--- src/rtl/hebbian_pkg.sv ---
// Shared types and constants for the Hebbian sweep scheduler.
// Defaults: N=7 neurons, W=8 bit signed weights, IDX_W=3 index bits.
package hebbian_pkg;

  localparam int N_DEF     = 7;
  localparam int W_DEF     = 8;
  localparam int IDX_W_DEF = 3;

  function automatic int w_max(input int w);
    return (2 ** (w - 1)) - 1;
  endfunction

  function automatic int w_min(input int w);
    return -(2 ** (w - 1));
  endfunction

  localparam int W_MAX = w_max(W_DEF);
  localparam int W_MIN = w_min(W_DEF);

  typedef enum logic [1:0] {
    IDLE  = 2'd0,
    SCAN  = 2'd1,
    WRITE = 2'd2
  } state_t;

endpackage

--- src/rtl/hebbian_sweep_scheduler_arbiter.sv ---
// Grants the shared weight port to host reads, alternating with the sweep in SCAN.
// One flag records the previous grant: it drives both the fairness rule and host_rvalid.
module hebbian_port_arbiter
  import hebbian_pkg::*;
#(
  parameter int W = W_DEF
) (
  input  logic         clk,
  input  logic         reset_n,
  input  logic         i_host_req,
  input  logic         i_arb_open,
  input  logic         i_in_scan,
  input  logic [W-1:0] i_mem_rdata,
  output logic         o_host_gnt,
  output logic         o_host_rvalid,
  output logic [W-1:0] o_host_rdata
);

  logic r_host_last;

  // reset_n gates the grant so the port stays quiet while reset is held
  assign o_host_gnt    = reset_n && i_host_req && i_arb_open && !(i_in_scan && r_host_last);
  assign o_host_rvalid = r_host_last;
  assign o_host_rdata  = r_host_last ? i_mem_rdata : '0;

  always_ff @(posedge clk or negedge reset_n) begin
    if (!reset_n) begin
      r_host_last <= 1'b0;
    end else begin
      r_host_last <= o_host_gnt;
    end
  end

endmodule

--- src/rtl/hebbian_sweep_scheduler.sv ---
// Hebbian sweep engine: one saturating RMW pass over the NxN weights per snapshot.
// Optional decay of half-active pairs is enabled with the HEBB_DECAY_EN macro.
//
// Handshake: a snapshot transfers on a rising clk edge where spike_valid && spike_ready;
// spike_ready never depends on spike_valid, and spikes is sampled only on that edge.
module hebbian_sweep_scheduler
  import hebbian_pkg::*;
#(
  parameter int N     = N_DEF,
  parameter int W     = W_DEF,
  parameter int IDX_W = IDX_W_DEF
) (
  input  logic             clk,
  input  logic             reset_n,
  input  logic             learn_en,
  input  logic             spike_valid,
  output logic             spike_ready,
  input  logic [N-1:0]     spikes,
  output logic             mem_en,
  output logic             mem_we,
  output logic [IDX_W-1:0] mem_i,
  output logic [IDX_W-1:0] mem_j,
  output logic [W-1:0]     mem_wdata,
  input  logic [W-1:0]     mem_rdata,
  input  logic             host_req,
  input  logic [IDX_W-1:0] host_i,
  input  logic [IDX_W-1:0] host_j,
  output logic             host_gnt,
  output logic             host_rvalid,
  output logic [W-1:0]     host_rdata,
  output logic             busy,
  output logic             sweep_done,
  output logic [15:0]      update_count,
  output logic [W-1:0]     last_weight,
  output logic [1:0]       dbg_state
);

  localparam logic [W-1:0]     C_MAX  = W'(w_max(W));
  localparam logic [W-1:0]     C_MIN  = W'(w_min(W));
  localparam logic [IDX_W-1:0] C_LAST = IDX_W'(N - 1);

  state_t           r_state;
  state_t           w_next;
  logic [N-1:0]     r_snap;
  logic [IDX_W-1:0] r_i;
  logic [IDX_W-1:0] r_j;
  logic [15:0]      r_count;
  logic [W-1:0]     r_last;
  logic             r_done;

  logic         w_host_gnt;
  logic         w_si;
  logic         w_sj;
  logic         w_pair_pos;
  logic         w_pair_neg;
  logic         w_elig;
  logic         w_last_pair;
  logic         w_do_write;
  logic [W-1:0] w_wdata;
  logic         w_adv;
  logic         w_accept;
  logic         w_write;

  hebbian_port_arbiter #(.W(W)) u_arb (
    .clk           (clk),
    .reset_n       (reset_n),
    .i_host_req    (host_req),
    .i_arb_open    ((r_state == IDLE) || (r_state == SCAN)),
    .i_in_scan     (r_state == SCAN),
    .i_mem_rdata   (mem_rdata),
    .o_host_gnt    (w_host_gnt),
    .o_host_rvalid (host_rvalid),
    .o_host_rdata  (host_rdata)
  );

  assign w_si        = r_snap[r_i];
  assign w_sj        = r_snap[r_j];
  assign w_pair_pos  = w_si && w_sj && (r_i != r_j);
`ifdef HEBB_DECAY_EN
  assign w_pair_neg  = (w_si ^ w_sj) && (r_i != r_j);
`else
  assign w_pair_neg  = 1'b0;
`endif
  assign w_elig      = w_pair_pos || w_pair_neg;
  assign w_last_pair = (r_i == C_LAST) && (r_j == C_LAST);

  // Snapshot and indices are stable through WRITE, so the pair class is recomputed there.
  assign w_do_write = w_pair_pos ? (mem_rdata != C_MAX) : (mem_rdata != C_MIN);
  assign w_wdata    = w_pair_pos ? (mem_rdata + W'(1)) : (mem_rdata - W'(1));

  always_comb begin
    w_next      = r_state;
    spike_ready = 1'b0;
    mem_en      = 1'b0;
    mem_we      = 1'b0;
    mem_i       = '0;
    mem_j       = '0;
    mem_wdata   = '0;
    w_adv       = 1'b0;
    w_accept    = 1'b0;
    w_write     = 1'b0;
    if (w_host_gnt) begin
      mem_en = 1'b1;
      mem_i  = host_i;
      mem_j  = host_j;
    end
    case (r_state)
      IDLE: begin
        // r_done holds off acceptance in the cycle sweep_done is shown
        spike_ready = reset_n && learn_en && !w_host_gnt && !r_done;
        if (spike_valid && spike_ready) begin
          w_accept = 1'b1;
          w_next   = SCAN;
        end
      end
      SCAN: begin
        if (!learn_en) begin
          w_next = IDLE;
        end else if (!w_host_gnt) begin
          if (w_elig) begin
            mem_en = 1'b1;
            mem_i  = r_i;
            mem_j  = r_j;
            w_next = WRITE;
          end else begin
            w_adv = 1'b1;
          end
        end
      end
      WRITE: begin
        if (w_do_write) begin
          mem_en    = 1'b1;
          mem_we    = 1'b1;
          mem_i     = r_i;
          mem_j     = r_j;
          mem_wdata = w_wdata;
          w_write   = 1'b1;
        end
        if (!learn_en) begin
          w_next = IDLE;
        end else begin
          w_adv  = 1'b1;
          w_next = SCAN;
        end
      end
      default: w_next = IDLE;
    endcase
    if (w_adv && w_last_pair) begin
      w_next = IDLE;
    end
  end

  always_ff @(posedge clk or negedge reset_n) begin
    if (!reset_n) begin
      r_state <= IDLE;
      r_snap  <= '0;
      r_i     <= '0;
      r_j     <= '0;
      r_count <= '0;
      r_last  <= '0;
      r_done  <= 1'b0;
    end else begin
      r_state <= w_next;
      r_done  <= w_adv && w_last_pair;
      if (w_accept) begin
        r_snap <= spikes;
        r_i    <= '0;
        r_j    <= '0;
      end else if (w_adv) begin
        if (r_j == C_LAST) begin
          r_j <= '0;
          r_i <= r_i + IDX_W'(1);
        end else begin
          r_j <= r_j + IDX_W'(1);
        end
      end
      if (w_write) begin
        r_last <= w_wdata;
        if (r_count != 16'hFFFF) begin
          r_count <= r_count + 16'd1;
        end
      end
    end
  end

  assign host_gnt     = w_host_gnt;
  assign busy         = (r_state != IDLE);
  assign sweep_done   = r_done;
  assign update_count = r_count;
  assign last_weight  = r_last;
  assign dbg_state    = r_state;

endmodule

--- config.mk ---
export PLATFORM = sky130hd
export DESIGN_NAME = hebbian_sweep_scheduler
export DESIGN_NICKNAME = d
export VERILOG_FILES = /design/src/rtl/hebbian_pkg.sv /design/src/rtl/hebbian_sweep_scheduler_arbiter.sv /design/src/rtl/hebbian_sweep_scheduler.sv
export SDC_FILE = /design/constraint.sdc
export NUM_CORES = 1
export LEC_CHECK = 0
export CAP_MARGIN = 10
export CORE_ASPECT_RATIO = 1.4
export CORE_MARGIN = 2
export CORE_UTILIZATION = 65
export DETAILED_ROUTE_END_ITERATION = 10
export DONT_BUFFER_PORTS = 1
export GPL_TIMING_DRIVEN = 1
export PLACE_DENSITY_LB_ADDON = 0.15
export SYNTH_ARGS = -nofsm -noshare
export SYNTH_HDL_FRONTEND = slang
export SYNTH_SLANG_ARGS = --single-unit
--- constraint.sdc ---
create_clock -name clk -period 5.6 [get_ports clk]
set_input_delay 1.12 -clock clk [delete_from_list [all_inputs] [get_ports clk]]
set_output_delay 1.12 -clock clk [all_outputs]
set_load 0.005 [all_outputs]
==> summary.md, run 1 <==
| Metric | Value |
|---|---|
| Status | `complete, no violations` |
| Iter 0 DRT Violations | `122` |
| Top_reg_cell synth | `dfrtp_1` |
| Num CTS Buffers | `5` |
| Ant. Diodes | `0` |
| Worst setup EP type | `output pin` |
| Worst-path fanout max | `15` |
| Tcrit/Tclk final | `84.0%` |
| Initial DRT Pass Iterations | `5` |
| Crit path launch | `r_i[0]` |
| Leak | `1.30 nW` |
| Worst slack, placed | `1.26 ns` |
| EDFF count, synth | `0` |
| Reg-to-reg endpoint | `update_count[1]` |
| Clk Tree Root Cell | `clkbuf_8` |
| Max Cap Violations | `0` |
| Syn Nets | `342` |
| Per-cell routed wire length | `17.2 um` |
| Num ports | `81` |
| Share of layout cells above drive strength 1 | `11.7%` |
| Unrepaired setup endpoints after global routing | `false` |
| Relative slew margins | `53.4%` |
| Max Clk Rate | `213 MHz` |
| Final setup TNS | `0 ns` |
| Initial antenna violation count | `0` |
| ANT nets after route | `0` |
| Setup CP Type | `reg2out` |
| Worst-Margin Slew | `0.698 ns` |
| GP Congestion | `0.794` |
| Share of the yosys chip area belonging to registers | `35.5%` |
| Starting Density | `68.1%` |
| Area growth syn-to-layout | `4.33%` |
| Share of synthesized registers carrying an async set or reset | `100%` |
| Wire length of the first global-routing pass | `10,100 um` |
| Mapped Area | `0.00289 mm^2` |
| Synth Register Bits | `41` |
| WL final | `6190 um` |
| Via count | `2,258` |
| Synth Warn # | `0` |
| Die ar. | `0.00500 mm^2` |
| PostCTS Resize Cnt | `0` |
| Worst reg2reg setup slack | `1.98 ns` |
| Buffers on Ports | `0` |
| Worst setup SP type | `flip-flop` |
| Global Route Usage Sum | `26.0%` |
| DP HPWL | `4550 um` |
| Chip Height | `82.9 um` |
| Final-layout fill cell count | `344` |
| TritonCTS clock tree | `built` |
| R2R depth | `9` |
| Worst skew pair latency | `0.31 ns` |
| Cts hold-fix bufs | `0` |
| Netlist cell types | `57` |
| Syn Area/Cell | `9.56 um^2` |
| Die width | `60.3 um` |
| Area of the multi-input gates | `0.00175 mm^2` |
| Pwr/cell area | `523 mW/mm^2` |
| DRC errors left | `0` |
| Minimum period implied by the final worst setup slack | `4.71 ns` |
| Worst-case vdd ir drop | `267 uV` |
| Reg clk slew, reported paths | `0.08 ns` |
| Number of global-route vias before repair | `2,176` |
| Final count of pins violating max slew | `0` |
| H-Tree Depth | `2` |
| Final setup margin | `0.895 ns` |
| Hold Path Class | `in2async` |
| Core area | `0.00424 mm^2` |
| Number of nets in the layout | `339` |
| Worst r2r src | `r_i[0]` |
| Fin. Hold Viols | `0` |
| Worst Path Arrival | `3.59 ns` |
| Clock Skew | `0.00323 ns` |
| CTS max path bufs | `2` |
| Grt ovf | `0` |
| Storage cell area | `0.00103 mm^2` |
| Largest net degree at the start of global routing | `44` |
| DR vias/cell | `6.27` |
| Post-CTS Setup Repair Bufs | `0` |
| Clock sink count | `41` |
| Setup violators final | `0` |
| Syn Inst Count | `302` |
| CP required | `4.48 ns` |
| Row cnt | `28` |
how the worst max path moves through the flow:
stage / endpoint / slack, ns
2_1_floorplan: mem_wdata[3] / 1.58
3_3_place_gp: mem_wdata[5] / 1.34
3_5_place_dp: mem_wdata[5] / 1.26
4_1_cts: mem_wdata[5] / 0.91
5_1_grt: mem_wdata[4] / 0.63
6_report: mem_i[2] / 0.89
area by class of cell:
| type | count | area share [%] |
|---|---|---|
| Multi-Input combinational cell | 239 | 58.1 |
| Inverter | 12 | 1.58 |
| Sequential cell | 41 | 34.1 |
| Clock inverter | 3 | 1.54 |
| Tap cell | 60 | 2.49 |
| Clock buffer | 5 | 2.28 |
layer usage:
metal / routed length, um / global-route usage, % / vias to the layer above
li1: - / - / 1075
met1: 2510 / 31.3 / 1097
met2: 3220 / 45.0 / 72
met3: 329 / 5.30 / 14
met4: 127 / 8.08 / 0
met5: 0 / 0 / -
where the power goes:
| group | internal [mW] | leakage (nW) | switching, mW | total (mW) |
|---|---|---|---|---|
| Clock | 0.133 | 0.0543 | 0.114 | 0.247 |
| Combinational | 0.350 | 0.772 | 0.415 | 0.765 |
| Sequential | 0.407 | 0.478 | 0.158 | 0.565 |
| Total | 0.890 | 1.30 | 0.686 | 1.58 |
cell usage after synthesis (5+ instances only):
master	n	area share (%)
xnor2_1	5	1.5
nor4_1	5	1.1
a21oi_1	7	1.2
nor2_1	18	2.3
mux2_4	6	3.1
nor2b_1	5	1.1
a22o_1	6	1.8
xor2_1	16	4.9
nand3_1	14	2.4
ha_1	13	5.6
nor3_1	6	1.0
o21ai_0	9	1.6
dfrtp_1	41	36
nand2_1	39	5.1
and2_1	14	3.0
mux2i_1	8	2.8
inv_1	11	1.4
registers in the layout (all words and copies together) (netlist names):
register,flops
r_i,3
r_snap,7
r_j,3
dbg_state,2
update_count,16
sweep_done,1
last_weight,8
u_arb.o_host_rvalid,1
logic make-up after synthesis:
group	count (synthesis)	synth area share (%)
buf+inv	22	3.90
mux	18	8.23
fa+ha+maj	14	6.33
flops	41	35.5
simple gates	136	27.1
xor+xnor	21	6.37
compound gates	50	12.5
critical path, stage by stage (launching register included):
cell and delay (ns):
dfrtp_1 0.55, mux2_1 0.36, mux4_2 0.55, nand4_4 0.20
ha_1 0.26, nand4_1 0.13, nor2_1 0.36, a21o_1 0.18
o21ai_0 0.08, o211a_1 0.31, a22o_1 0.28
cell usage in the layout (no fill, tap or decap), drive strengths merged, types with 5 or more instances in the layout:
master	count
nand2	39
nand4	5
nand3	16
xnor2	5
nor2b	6
and2	14
clkbuf	5
nor4	7
nor3	6
ha	13
a22o	6
a21oi	7
mux2	8
inv	12
mux2i	8
o21ai	10
xor2	16
dfrtp	41
nor2	19
per-stage QoR:
step	total power [mW]	utilization, %	instance area, um^2	instances	hold WS, ns
4_1_cts	1.58	71.1	3010	360	0.491
3_5_place_dp	1.33	68.4	2900	352	0.493
2_1_floorplan	1.19	-	2890	302	0.456
6_report	1.58	71.1	3010	360	0.498
3_3_place_gp	1.30	68.4	2900	352	0.497
5_1_grt	1.71	71.1	3010	360	0.481
(Power assumes the default switching activity.)
==> inputs of run 2 (changes only) <==
ABC_AREA = 1   (was not set)
CORE_UTILIZATION = 58   (was 65)
clock period = 4.2 ns   (was 5.6 ns; I/O delays follow)
==> run 2 against run 1 <==
Hold slack got worse by 0.27 ns. Synthesized cell count rose by 45%. Critical endpoint is now mem_j[2]. Core utilization down 9.7 points. Sequential share of layout area is 1.6 points lower. Synthesized area rose by 6.8%. Final area increased by 5.1%. Die area up 19%. Critical path depth grew 8. Flip-flop and latch count is the same. Combinational power up 49%. Largest power group unchanged. Via count rose by 19%.
==> summary.md, run 2 <==
| Metric | Value |
|---|---|
| Status | `complete, no violations` |
| Leak | `1.68 nW (+29%)` |
| DRC errors left | `0 (unchanged)` |
| Core area | `0.00516 mm^2 (+22%)` |
| Clock Skew | `0.00712 ns (+0.00389 ns)` |
| Iter 0 DRT Violations | `123 (+0.82%)` |
| Post-route cell area | `0.00317 mm^2 (+5.1%)` |
| Per-cell routed wire length | `14.2 um (-18%)` |
| Number of flip-flops in the largest register | `16 (unchanged)` |
| Worst-path fanout max | `25 (+10)` |
| Clk Tree Root Cell | `clkbuf_8` |
| Buffers on Ports | `0 (unchanged)` |
| CTS max path bufs | `2 (unchanged)` |
| Die width | `65.6 um (+8.8%)` |
| R2R depth | `11 (+2)` |
| Area of the multi-input gates | `0.00173 mm^2 (-0.86%)` |
| Number of nets in the layout | `472 (+39%)` |
| Synth area leader | `dfrtp_1` |
| Share of layout cells above drive strength 1 | `9.24% (-2.4 points)` |
| Final setup TNS | `0 ns (unchanged)` |
| Relative slew margins | `39.1% (-14 points)` |
| EDFF count, synth | `0 (unchanged)` |
| GP Congestion | `0.910 (+15%)` |
| Worst setup EP type | `output pin` |
| Unrepaired setup endpoints after global routing | `false` |
| Top layer in use | `met4` |
| Syn Area/Cell | `7.04 um^2 (-26%)` |
| M1 WL | `2750 um (+9.6%)` |
| Share of synthesized registers carrying an async set or reset | `100% (unchanged)` |
| Minimum period implied by the final worst setup slack | `3.83 ns` |
| Ant. Diodes | `0 (unchanged)` |
| Tcrit/Tclk final | `91.3%` |
| Top post-synthesis cells by area | `dfrtp_1 33%, nand2_1 16%, nand3_1 7.8%` |
| Max Clk Rate | `261 MHz` |
| Syn Inst Count | `438 (+45%)` |
| Max Cap Violations | `0 (unchanged)` |
| PostCTS Resize Cnt | `0 (unchanged)` |
| Setup CP Type | `reg2out` |
| Largest net degree at the start of global routing | `44 (unchanged)` |
| Wire length of the first global-routing pass | `11,900 um (+17%)` |
| CP required | `3.36 ns (-1.12 ns)` |
| Pwr/cell area | `648 mW/mm^2 (+24%)` |
| Worst reg2reg setup slack | `1.16 ns (-0.82 ns)` |
| Commonest non-fill, non-tap cell in the layout | `nand2_1` |
| Met3 routed WL | `338 um (+2.7%)` |
| Area growth syn-to-layout | `2.60%` |
| Mapped Area | `0.00309 mm^2 (+6.8%)` |
| Worst setup SP type | `flip-flop` |
| WL final | `7070 um (+14%)` |
| Syn Nets | `478 (+40%)` |
| Most frequent cells in the layout | `134 x nand2_1, 55 x inv_1, 48 x nand3_1` |
| Synth Register Bits | `41 (unchanged)` |
| TritonCTS clock tree | `built` |
| DR vias/cell | `5.37 (-14%)` |
| Top-count cell post-synth | `nand2_1` |
| Post-CTS Setup Repair Bufs | `0 (unchanged)` |
| Worst Path Arrival | `2.99 ns (-0.60 ns)` |
| Initial antenna violation count | `0 (unchanged)` |
| Placed instance area | `0.00307 mm^2 (+6.0%)` |
| H-Tree Depth | `2 (unchanged)` |
| DP HPWL | `5440 um (+20%)` |
| Synth Warn # | `0 (unchanged)` |
| Top_reg_cell synth | `dfrtp_1` |
| Setup violators final | `0 (unchanged)` |
| Clock sink count | `41 (unchanged)` |
| Global Route Usage Sum | `25.4% (-0.62 points)` |
| Number of global-route vias before repair | `2,611 (+20%)` |
| Worst-case vdd ir drop | `330 uV (+24%)` |
| Final count of pins violating max slew | `0 (unchanged)` |
| Initial DRT Pass Iterations | `4 (-1)` |
| Chip Height | `90.3 um (+9.0%)` |
| Num ports | `81 (unchanged)` |
| Final-layout fill cell count | `490 (+42%)` |
| Reg clk slew, reported paths | `0.09 ns (about the same)` |
| Hold Path Class | `in2async` |
| ANT nets after route | `0 (unchanged)` |
| Storage cell area | `0.00103 mm^2 (+0.24%)` |
| Overall power consumption | `2.05 mW (+30%)` |
| Netlist cell types | `34 (-40%)` |
| Top cells by count, synth | `134 x nand2_1, 55 x inv_1, 48 x nand3_1, 41 x dfrtp_1, 32 x nor2_1` |
| Row cnt | `31 (+11%)` |
| Die ar. | `0.00593 mm^2 (+19%)` |
| Worst-Margin Slew | `0.910 ns (+0.212 ns)` |
| Share of the yosys chip area belonging to registers | `33.3% (-2.3 points)` |
| Metal2 WL | `3840 um (+19%)` |
| Cts hold-fix bufs | `0 (unchanged)` |
| Num CTS Buffers | `5 (unchanged)` |
| WHS | `0.229 ns (-0.269 ns)` |
| Via count | `2,682 (+19%)` |
| Starting Density | `59.8% (-8.3 points)` |
| Grt ovf | `0 (unchanged)` |
| Worst skew pair latency | `0.30 ns (about the same)` |
| Synth top area share | `33.3% (-2.3 points)` |
| Fin. Hold Viols | `0 (unchanged)` |
==> run 2: cell types whose count changed after synthesis, moves of 14 or more <==
cell,delta
inv_1,+44
nand2_1,+95
o21ai_0,+15
and2_1,-14
nand3_1,+34
nor2_1,+14
nand2_2,+16
==> run 2: cell type report <==
type                       instances  area share (%)
clock inverter                     3           0.553
sequential                        41            32.5
clock buffer                       5            2.17
inverter                          59            7.39
multi-input combinational        325            54.8
tap                               66            2.61
==> run 2: cell families after synthesis <==
kind of cell             Yosys count  share of synthesized area, %
AND/OR/NAND/NOR                  252                          37.5
buffers and inverters             72                          10.7
flip-flops                        41                          33.3
AO/OA/AOI/OAI                     35                          5.80
XOR/XNOR                          24                          6.81
adder cells (fa/ha/maj)           14                          5.92
==> run 2: per-layer routing <==
layer  global-route usage [%]  up-vias
li1                         -     1362
met1                     27.0     1242
met2                     47.4       70
met3                     5.36        8
met4                     9.20        0
met5                        0        -
==> run 2: final timing paths <==
path,startpoint,end
max,r_j[0],mem_j[2]
min,reset_n,update_count[7]
max reg2reg,dbg_state[1],r_j[0]
min reg2reg,last_weight[6],last_weight[6]
max in group asynchronous,reset_n,r_j[0]
min in group clk,last_weight[6],last_weight[6]
==> run 2: power by group <==
part | internal (mW) | total [mW] | leakage, nW | switching [mW]
logic | 0.392 | 1.14 | 1.10 | 0.749
registers | 0.511 | 0.651 | 0.536 | 0.140
clock network | 0.115 | 0.259 | 0.0439 | 0.144
==> run 2: critical path: stages (launching register included) <==
cell	delay (ns)
dfrtp_2	0.49
inv_4	0.11
nand2_1	0.05
nand2_1	0.05
nand2_1	0.05
nand2_1	0.07
nand2_1	0.06
nand2_2	0.08
nand3_2	0.21
ha_1	0.41
inv_1	0.09
nor3_2	0.20
nand3_1	0.09
inv_1	0.12
nand3_4	0.12
nand2_8	0.16
nand2_1	0.15
nand3_1	0.11
nand2_1	0.07
==> run 2: stage by stage <==
step                cells  worst slack (ns)  utilization (%)
floorplan             438              1.02                -
global placement      491             0.681             59.5
detailed placement    491             0.576             59.5
CTS                   499             0.220             61.2
global route          499            0.0326             61.4
finish                499             0.367             61.4
